### src/rtl/full_add_pkg.sv
// Shared arithmetic constants for the full adder family.
// Used only for elaboration-time parameter checks.
package full_add_pkg;

  localparam int FULL_ADD_MAX_WIDTH = 64;

  function automatic bit width_ok(int w);
    return (w >= 1) && (w <= FULL_ADD_MAX_WIDTH);
  endfunction

endpackage

### src/rtl/full_add_behavioral_bit.sv
// One-bit full adder cell.
// Chained by the top level to form a ripple-carry adder.
module full_add_bit (
  input  logic a,
  input  logic b,
  input  logic cin,
  output logic s,
  output logic cout
);

  // sum and majority carry of the three inputs
  always_comb begin
    s    = a ^ b ^ cin;
    cout = (a & b) | (a & cin) | (b & cin);
  end

endmodule

### src/rtl/full_add_behavioral.sv
// Ripple-carry full adder with combinational result
// and a one-cycle registered copy.
module full_add_behavioral
  import full_add_pkg::*;
#(
  parameter int WIDTH = 1
) (
  input  logic             clk,
  input  logic             rst,
  input  logic [WIDTH-1:0] a,
  input  logic [WIDTH-1:0] b,
  input  logic             carry_in,
  input  logic             in_valid,
  output logic [WIDTH-1:0] sum,
  output logic             carry_out,
  output logic             overflow,
  output logic [WIDTH-1:0] sum_q,
  output logic             carry_out_q,
  output logic             overflow_q,
  output logic             out_valid
);

  if (!width_ok(WIDTH)) begin : g_bad_width
    $error("full_add_behavioral: WIDTH out of range");
  end

  logic [WIDTH:0] c;

  assign c[0] = carry_in;

  for (genvar i = 0; i < WIDTH; i++) begin : g_cell
    full_add_bit u_bit (
      .a    (a[i]),
      .b    (b[i]),
      .cin  (c[i]),
      .s    (sum[i]),
      .cout (c[i+1])
    );
  end

  // carry out of MSB; signed overflow when MSB
  // carry-in and carry-out disagree
  always_comb begin
    carry_out = c[WIDTH];
    overflow  = c[WIDTH] ^ c[WIDTH-1];
  end

  // data stage: loads on valid, holds otherwise
  always_ff @(posedge clk) begin
    if (rst) begin
      sum_q       <= '0;
      carry_out_q <= 1'b0;
      overflow_q  <= 1'b0;
    end else if (in_valid) begin
      sum_q       <= sum;
      carry_out_q <= carry_out;
      overflow_q  <= overflow;
    end
  end

  // valid pulse follows in_valid by one cycle
  always_ff @(posedge clk) begin
    if (rst) out_valid <= 1'b0;
    else     out_valid <= in_valid;
  end

endmodule

### config.mk
export PLATFORM = sky130hd
export DESIGN_NAME = full_add_behavioral
export DESIGN_NICKNAME = d
export VERILOG_FILES = /design/src/rtl/full_add_pkg.sv /design/src/rtl/full_add_behavioral_bit.sv /design/src/rtl/full_add_behavioral.sv
export SDC_FILE = /design/constraint.sdc
export NUM_CORES = 1
export LEC_CHECK = 0
export ABC_AREA = 1
export BUFFER_PORTS_ARGS = -buffer_cell sky130_fd_sc_hd__buf_2
export CAP_MARGIN = 20
export CORE_AREA = 2 2 39 41
export CTS_BUF_LIST = sky130_fd_sc_hd__clkbuf_4 sky130_fd_sc_hd__clkbuf_8 sky130_fd_sc_hd__clkbuf_16
export DETAILED_ROUTE_END_ITERATION = 6
export DIE_AREA = 0 0 41 43
export MAX_ROUTING_LAYER = met4
export SLEW_MARGIN = 10
export SYNTH_ARGS = -nofsm -noshare
export SYNTH_HDL_FRONTEND = slang
export SYNTH_SLANG_ARGS = --single-unit
### constraint.sdc
create_clock -name clk -period 2.98 [get_ports clk]
set_clock_uncertainty 0.2 [all_clocks]
set_input_delay 0.447 -clock clk [delete_from_list [all_inputs] [get_ports clk]]
set_output_delay 0.447 -clock clk [all_outputs]
set_load 0.01 [all_outputs]
=== After elaboration in Yosys (flattened, before gate mapping) ===
Index checks and enable logic that the tools add are counted.
Widths: inputs -> output; s select.

* Register bits after elaboration: 4
* Output and inout bits: 7

* Bitwise logic cells: 8

{| class="wikitable"
|+ Operators by type and width
! operator !! count
|-
| $and 1x1->1 || 3
|-
| $xor 1x1->1 || 3
|-
| $or 1x1->1 || 2
|}

=== Depth between registers and ports, before layout ===
Gate-level depths: netlist of run 1.

* Word-level depth: 4
* Mapped depth: 6
* Depth with buffers taken out: 6

=== By module ===
Synthesis of run 1 repeated with hierarchy kept, for this count alone.

* Cells, all modules: 23
* Area, all modules: 173.9 um2

{| class="wikitable"
|+ Modules (own cells, without submodules)
! module !! times used !! seq. area each (um2) !! cells an instance !! area an instance (um2)
|-
| full_add_behavioral || 1 || 80.1 || 22 || 153.9
|-
| full_add_bit || 1 || 0.0 || 1 || 20.0
|}

=== Worst setup path after synthesis of run 1 ===
No wires, ideal clock.

* Path kind: input to output
* From: input a
* To: output overflow
* Cell stages on the path: 4
* Path buffers: 0
* Data required time: 2333 ps
* Path slack: 1163 ps
* Arrival time: 1170 ps
* Cell sequence: fa_1 inv_1 nand2_1 nand2_1

* Cells in the longest elaborated chain, start to end: 4
* Elaborated cells on any way between the ends: 5
* Those cells by class: bitwise: 5

{| class="wikitable"
|+ RTL lines
! what !! line !! text
|-
| start, declared || full_add_behavioral.sv:10 || <nowiki>input logic [WIDTH-1:0] a,</nowiki>
|-
| $and 1x1->1 || full_add_behavioral_bit.sv:14 || <nowiki>cout = (a & b) | (a & cin) | (b & cin);</nowiki>
|-
| $or 1x1->1 * (2 in series) || full_add_behavioral_bit.sv:14 ||
|-
| $xor 1x1->1 * || full_add_behavioral.sv:45 || <nowiki>overflow = c[WIDTH] ^ c[WIDTH-1];</nowiki>
|-
| end, declared || full_add_behavioral.sv:16 || <nowiki>output logic overflow,</nowiki>
|}

Mark *: on every way between the ends. The rest lies on a longest branch, timed or not.

=== Final worst setup path of run 1 ===
Same ends and word-level chain as after synthesis.

==> results of run 1 <==
[power breakdown]
group	switching [W]	total [W]	internal, W
sequential	0.00000140	0.0000590	0.0000576
clock	0.0000206	0.0000655	0.0000449
combinational	0.0000165	0.0000294	0.0000130
[cell families after synthesis]
| family | after synthesis | share of synthesized area |
|---|---|---|
| adder cells (fa/ha/maj) | 1 | 0.115 |
| AND/OR/NAND/NOR | 12 | 0.281 |
| AO/OA/AOI/OAI | 2 | 0.0576 |
| buffers and inverters | 4 | 0.0863 |
| flip-flops | 4 | 0.460 |
[per-layer routing]
layer  track usage  up-vias
met4        0.0200        0
met5             -        -
met2        0.0813       10
li1              -       99
met1        0.0611       79
met3        0.0785        0
[Yosys cell counts]
| master | n |
|---|---|
| a21oi_1 | 2 |
| dfxtp_1 | 4 |
| fa_1 | 1 |
| inv_1 | 4 |
| nand2_1 | 8 |
| nand3_1 | 1 |
| nor2_1 | 2 |
| nor2_2 | 1 |
[layout make-up]
cell class                 count  area, sq um  share of cell area
timing repair buffer          12         60.1               0.217
clock buffer                   3         22.5              0.0814
inverter                       4         15.0              0.0543
tap                           16         20.0              0.0724
sequential                     4         80.1               0.290
multi-input combinational     15         78.8               0.285
[state kept, by name, summed over array words and instances, names as in the netlist]
register,flops
out_valid,1
carry_out_q,1
sum_q,1
overflow_q,1
[worst paths after layout]
path / slack [ns] / endpoint / startpoint
min: 0.23 / sum_q$_SDFFE_PP0P_ / rst
max: 1.00 / overflow / a
max reg2reg: 2.13 / overflow_q$_SDFFE_PP0P_ / overflow_q$_SDFFE_PP0P_
min reg2reg: 0.25 / sum_q$_SDFFE_PP0P_ / sum_q$_SDFFE_PP0P_
[worst max-delay path: cells and delay by family]
| kind | cells | cell delay, ns |
|---|---|---|
| adder cells (fa/ha/maj) | 1 | 0.47 |
| buffers and inverters | 3 | 0.30 |
| AND/OR/NAND/NOR | 2 | 0.11 |
[metrics by stage]
| step | hold WS, ns | utilization | cell area (sq um) | worst slack [ns] |
|---|---|---|---|---|
| 5_1_grt | 0.238 | 0.200 | 277 | 0.942 |
| 3_3_place_gp | 0.251 | 0.184 | 254 | 1.01 |
| 3_5_place_dp | 0.254 | 0.184 | 254 | 0.998 |
| 2_1_floorplan | 0.277 | - | 174 | 1.16 |
| 6_report | 0.227 | 0.200 | 277 | 1.00 |
| 4_1_cts | 0.224 | 0.200 | 277 | 0.995 |
==> results.md, run 1 <==
- Row cnt: 14
- Required time worst endpoint: around 2.3 ns
- WL met1: ~180 um
- Mapped Area: around 170 sq um
- RSZ-0062 raised after global routing: no
- Estimated wirelength of the detail-placed design: between 300 and 400 um
- GP Congestion: between 0.6 and 0.7
- Via Count: roughly 190
- CTS tree: built
- Initial antenna violation count: 0
- Wire length on met2: between 150 and 200 um
- Yosys top cell by area: dfxtp_1
- I/O pins: 13
- Max FO, Critical Path: 4
- Post-DR wirelength/cell: roughly 7.5 um
- Total power: approximately 0.00015 W
- Slew headroom: 0.908
- VDD IR max: around 0.19 mV
- Fin nets: 47
- Number of remaining DRC errors: 0
- WL met3: roughly 59 um
- DR iter-0 viols: 7
- H-tree levels: 1
- Vias in the first global route: 201
- Die height: 43 um
- Cts hold-fix bufs: 0
- Port Buf Inserts: 12
- Power Density: around 560 nW/um^2
- YS warnings: 0
- Syn_area_per_cell: approximately 7.6 sq um
- Cells after Synth: 23
- Clk sinks: 4
- Synth cell types: 8
- Setup bufs post-CTS: 0
- Final period util: 0.663
- Worst hold path class: input pin to flip-flop
- Crit end category: primary output
- Inserted Diodes: 0
- DR vias/cell: approximately 3.5
- All-layer global routing usage: 0.0648
- Top cells by area, synth: dfxtp_1 (46%), nand2_1 (17%), fa_1 (12%), inv_1 (8.6%), a21oi_1 (5.8%)
- Share of Yosys cell area claimed by the top area cell type: 0.460
- CP peak stage delay: roughly 0.47 ns
- Run status: finished clean
- First-pass GRT wire length: 696 um
- DRT Wirelength: 407 um
- Worst Tran Pin Value: approximately 0.14 ns
- Setup TNS: 0 ns
- Share of layout cells above drive strength 1: 0.421
- Starting Density: 0.126
- Slew Limit Fails: 0
- Hold Vio Cnt, Final: 0
- Hold path depth: 2
- First-pass detailed-route iteration total: 2
- Top Metal Used: met3
- DIE WIDTH: slightly above 40 um
- Critical Path AT: ~1.3 ns
- Worst-path cell chain: buf_2, fa_1, inv_1, nand2_1, nand2_1, buf_2
- Max_cap viols: 0
- Commonest non-fill, non-tap cell in the layout: buf_2
- DP Cell Count: 51
- Full die area: 1760 sq um
- Worst skew pair latency: about 0.23 ns
- GRT Residual Overflow: 0
- FILL cells: between 150 and 200
- Crit-path slowest cell: fa_1
- Seq/Total Area, Yosys: 0.460
- Clock period minus worst slack: between 1.5 and 2 ns
- Largest net degree at the start of global routing: 6
- Finish-stage setup viols: 0
- Inserted Clock Buffers: 3
- Area grow syn2layout: 59.0%
- Clock transition at path regs: 0.04 ns
- CORE AREA: about 1400 sq um
- CTS resizes: 0
- Final std cells w/o fill: 54
- #FFs+latches synth: 4
- Leak Pwr: around 0.16 nW
- Most frequent cells in the layout: buf_2 (12), nand2_1 (8), inv_1 (4), dfxtp_1 (4), clkbuf_4 (3)
- Post-route ant nets: 0
- Crit start category: input pin
- Path depth of the worst reg2reg path: 4
- Max Freq: approximately 500 MHz
- Clock tree buffer depth: 2
- CTS root buffer: clkbuf_4
- Critical setup path kind: input pin to primary output
- Syn nets: 30
Note: power is estimated with default switching activity, not from simulation.
==> run 2: changes to the inputs <==
Clock period 2.98 ns to 2 ns, I/O delays scaled along.
==> run 2 against run 1 <==
Effect of this change: clock power increased by 50%; core utilization unchanged; non-clock buffer count unchanged; critical path depth unchanged; register-to-register slack got worse by 1.0 ns.
==> results.md, run 2 (same netlist as run 1, synthesis figures left out) <==
- Finish-stage setup viols: 0
- Starting Density: 0.126
- CTS root buffer: clkbuf_4
- Post-DR wirelength/cell: a little under 8 um
- Worst hold path class: input pin to flip-flop
- Max FO, Critical Path: 4
- Critical Path AT: 1.18 ns
- First-pass detailed-route iteration total: 4
- Full die area: 1760 sq um
- DRT Wirelength: between 400 and 500 um
- Setup WS pre-CTS: around 0.31 ns
- Max Freq: between 500 and 600 MHz
- Max_cap viols: 0
- GP Congestion: around 0.67
- Run status: finished clean
- Setup bufs post-CTS: 0
- Clock transition at path regs: around 0.030 ns
- DR iter-0 viols: 3
- FILL cells: 168
- Crit end category: primary output
- Row cnt: 14
- Hold WS: between 0.08 and 0.09 ns
- CORE AREA: roughly 1400 sq um
- Die height: approximately 43 um
- Hold Vio Cnt, Final: 0
- RSZ-0062 raised after global routing: no
- Fin nets: 47
- DR vias/cell: 3.52
- Share of layout cells above drive strength 1: 0.421
- Inserted Diodes: 0
- Setup TNS: 0 ns
- Placed Area: around 250 sq um
- Worst Tran Pin Value: ~0.14 ns
- Number of remaining DRC errors: 0
- Clock period minus worst slack: about 1.7 ns
- Slew Limit Fails: 0
- Post-route setup slack: between 0.3 and 0.4 ns
- All-layer global routing usage: 0.0711
- Slew headroom: 0.906
- Final period util: 0.841
- Clock tree buffer depth: 2
- Worst skew pair latency: ~0.23 ns
- Post-route ant nets: 0
- H-tree levels: 1
- Fin area: 277 sq um
- VDD IR max: between 0.4 and 0.5 mV
- I/O pins: 13
- Clk sinks: 4
- Critical setup path kind: input pin to primary output
- DIE WIDTH: between 40 and 50 um
- Cts hold-fix bufs: 0
- Total power: roughly 0.00023 W
- Area grow syn2layout: 59.0%
- Largest net degree at the start of global routing: 6
- Estimated wirelength of the detail-placed design: roughly 310 um
- First-pass GRT wire length: about 730 um
- Leak Pwr: between 0.15 and 0.2 nW
- GRT Residual Overflow: 0
- Most frequent cells in the layout: buf_2 (12), nand2_1 (8), inv_1 (4), dfxtp_1 (4), clkbuf_4 (3)
- Commonest non-fill, non-tap cell in the layout: buf_2
- Via Count: 190
- Port Buf Inserts: 12
- CTS resizes: 0
- Vias in the first global route: 180
- Power Density: 833 nW/um^2
- Required time worst endpoint: 1.50 ns
- Crit start category: input pin
- CTS tree: built
- Inserted Clock Buffers: 3
- Initial antenna violation count: 0
run 2: cell type report:
type	count	area, sq um	share of cell area
inverter	4	15.0	0.0543
clock buffer	3	22.5	0.0814
sequential	4	80.1	0.290
timing repair buffer	12	60.1	0.217
multi-input combinational	15	78.8	0.285
tap	16	20.0	0.0724
run 2: final timing paths:
check | depth (start not counted) | endpoint | slack, ns | startpoint
min | 2 | carry_out_q$_SDFFE_PP0P_ | 0.08 | rst
max | 6 | overflow | 0.32 | a
max reg2reg | 4 | overflow_q$_SDFFE_PP0P_ | 1.12 | overflow_q$_SDFFE_PP0P_
min reg2reg | 2 | sum_q$_SDFFE_PP0P_ | 0.26 | sum_q$_SDFFE_PP0P_
run 2: power breakdown:
| group | internal [W] | switching, W | leakage, nW | total, W |
|---|---|---|---|---|
| logic | 0.0000194 | 0.0000244 | 0.111 | 0.0000438 |
| registers | 0.0000859 | 0.00000232 | 0.0331 | 0.0000882 |
| clock network | 0.0000670 | 0.0000313 | 0.0138 | 0.0000983 |
run 2: routing by layer:
metal  vias up  routed length, um  global-route usage
met1        81                186              0.0806
met5         -                  0                   -
met4         0                  0              0.0200
met3         0                 59              0.0942
met2        10                171              0.0719
li1         99                  -                   -
run 2: through the flow:
stage	instances	util
floorplan	23	-
global placement	51	0.184
detailed placement	51	0.184
CTS	54	0.200
global route	54	0.200
finish	54	0.200
run 2: worst max-delay path, cell delays in order:
cell and delay, ns:
buf_2 0.11, fa_1 0.47, inv_1 0.07, nand2_1 0.06
nand2_1 0.05, buf_2 0.12
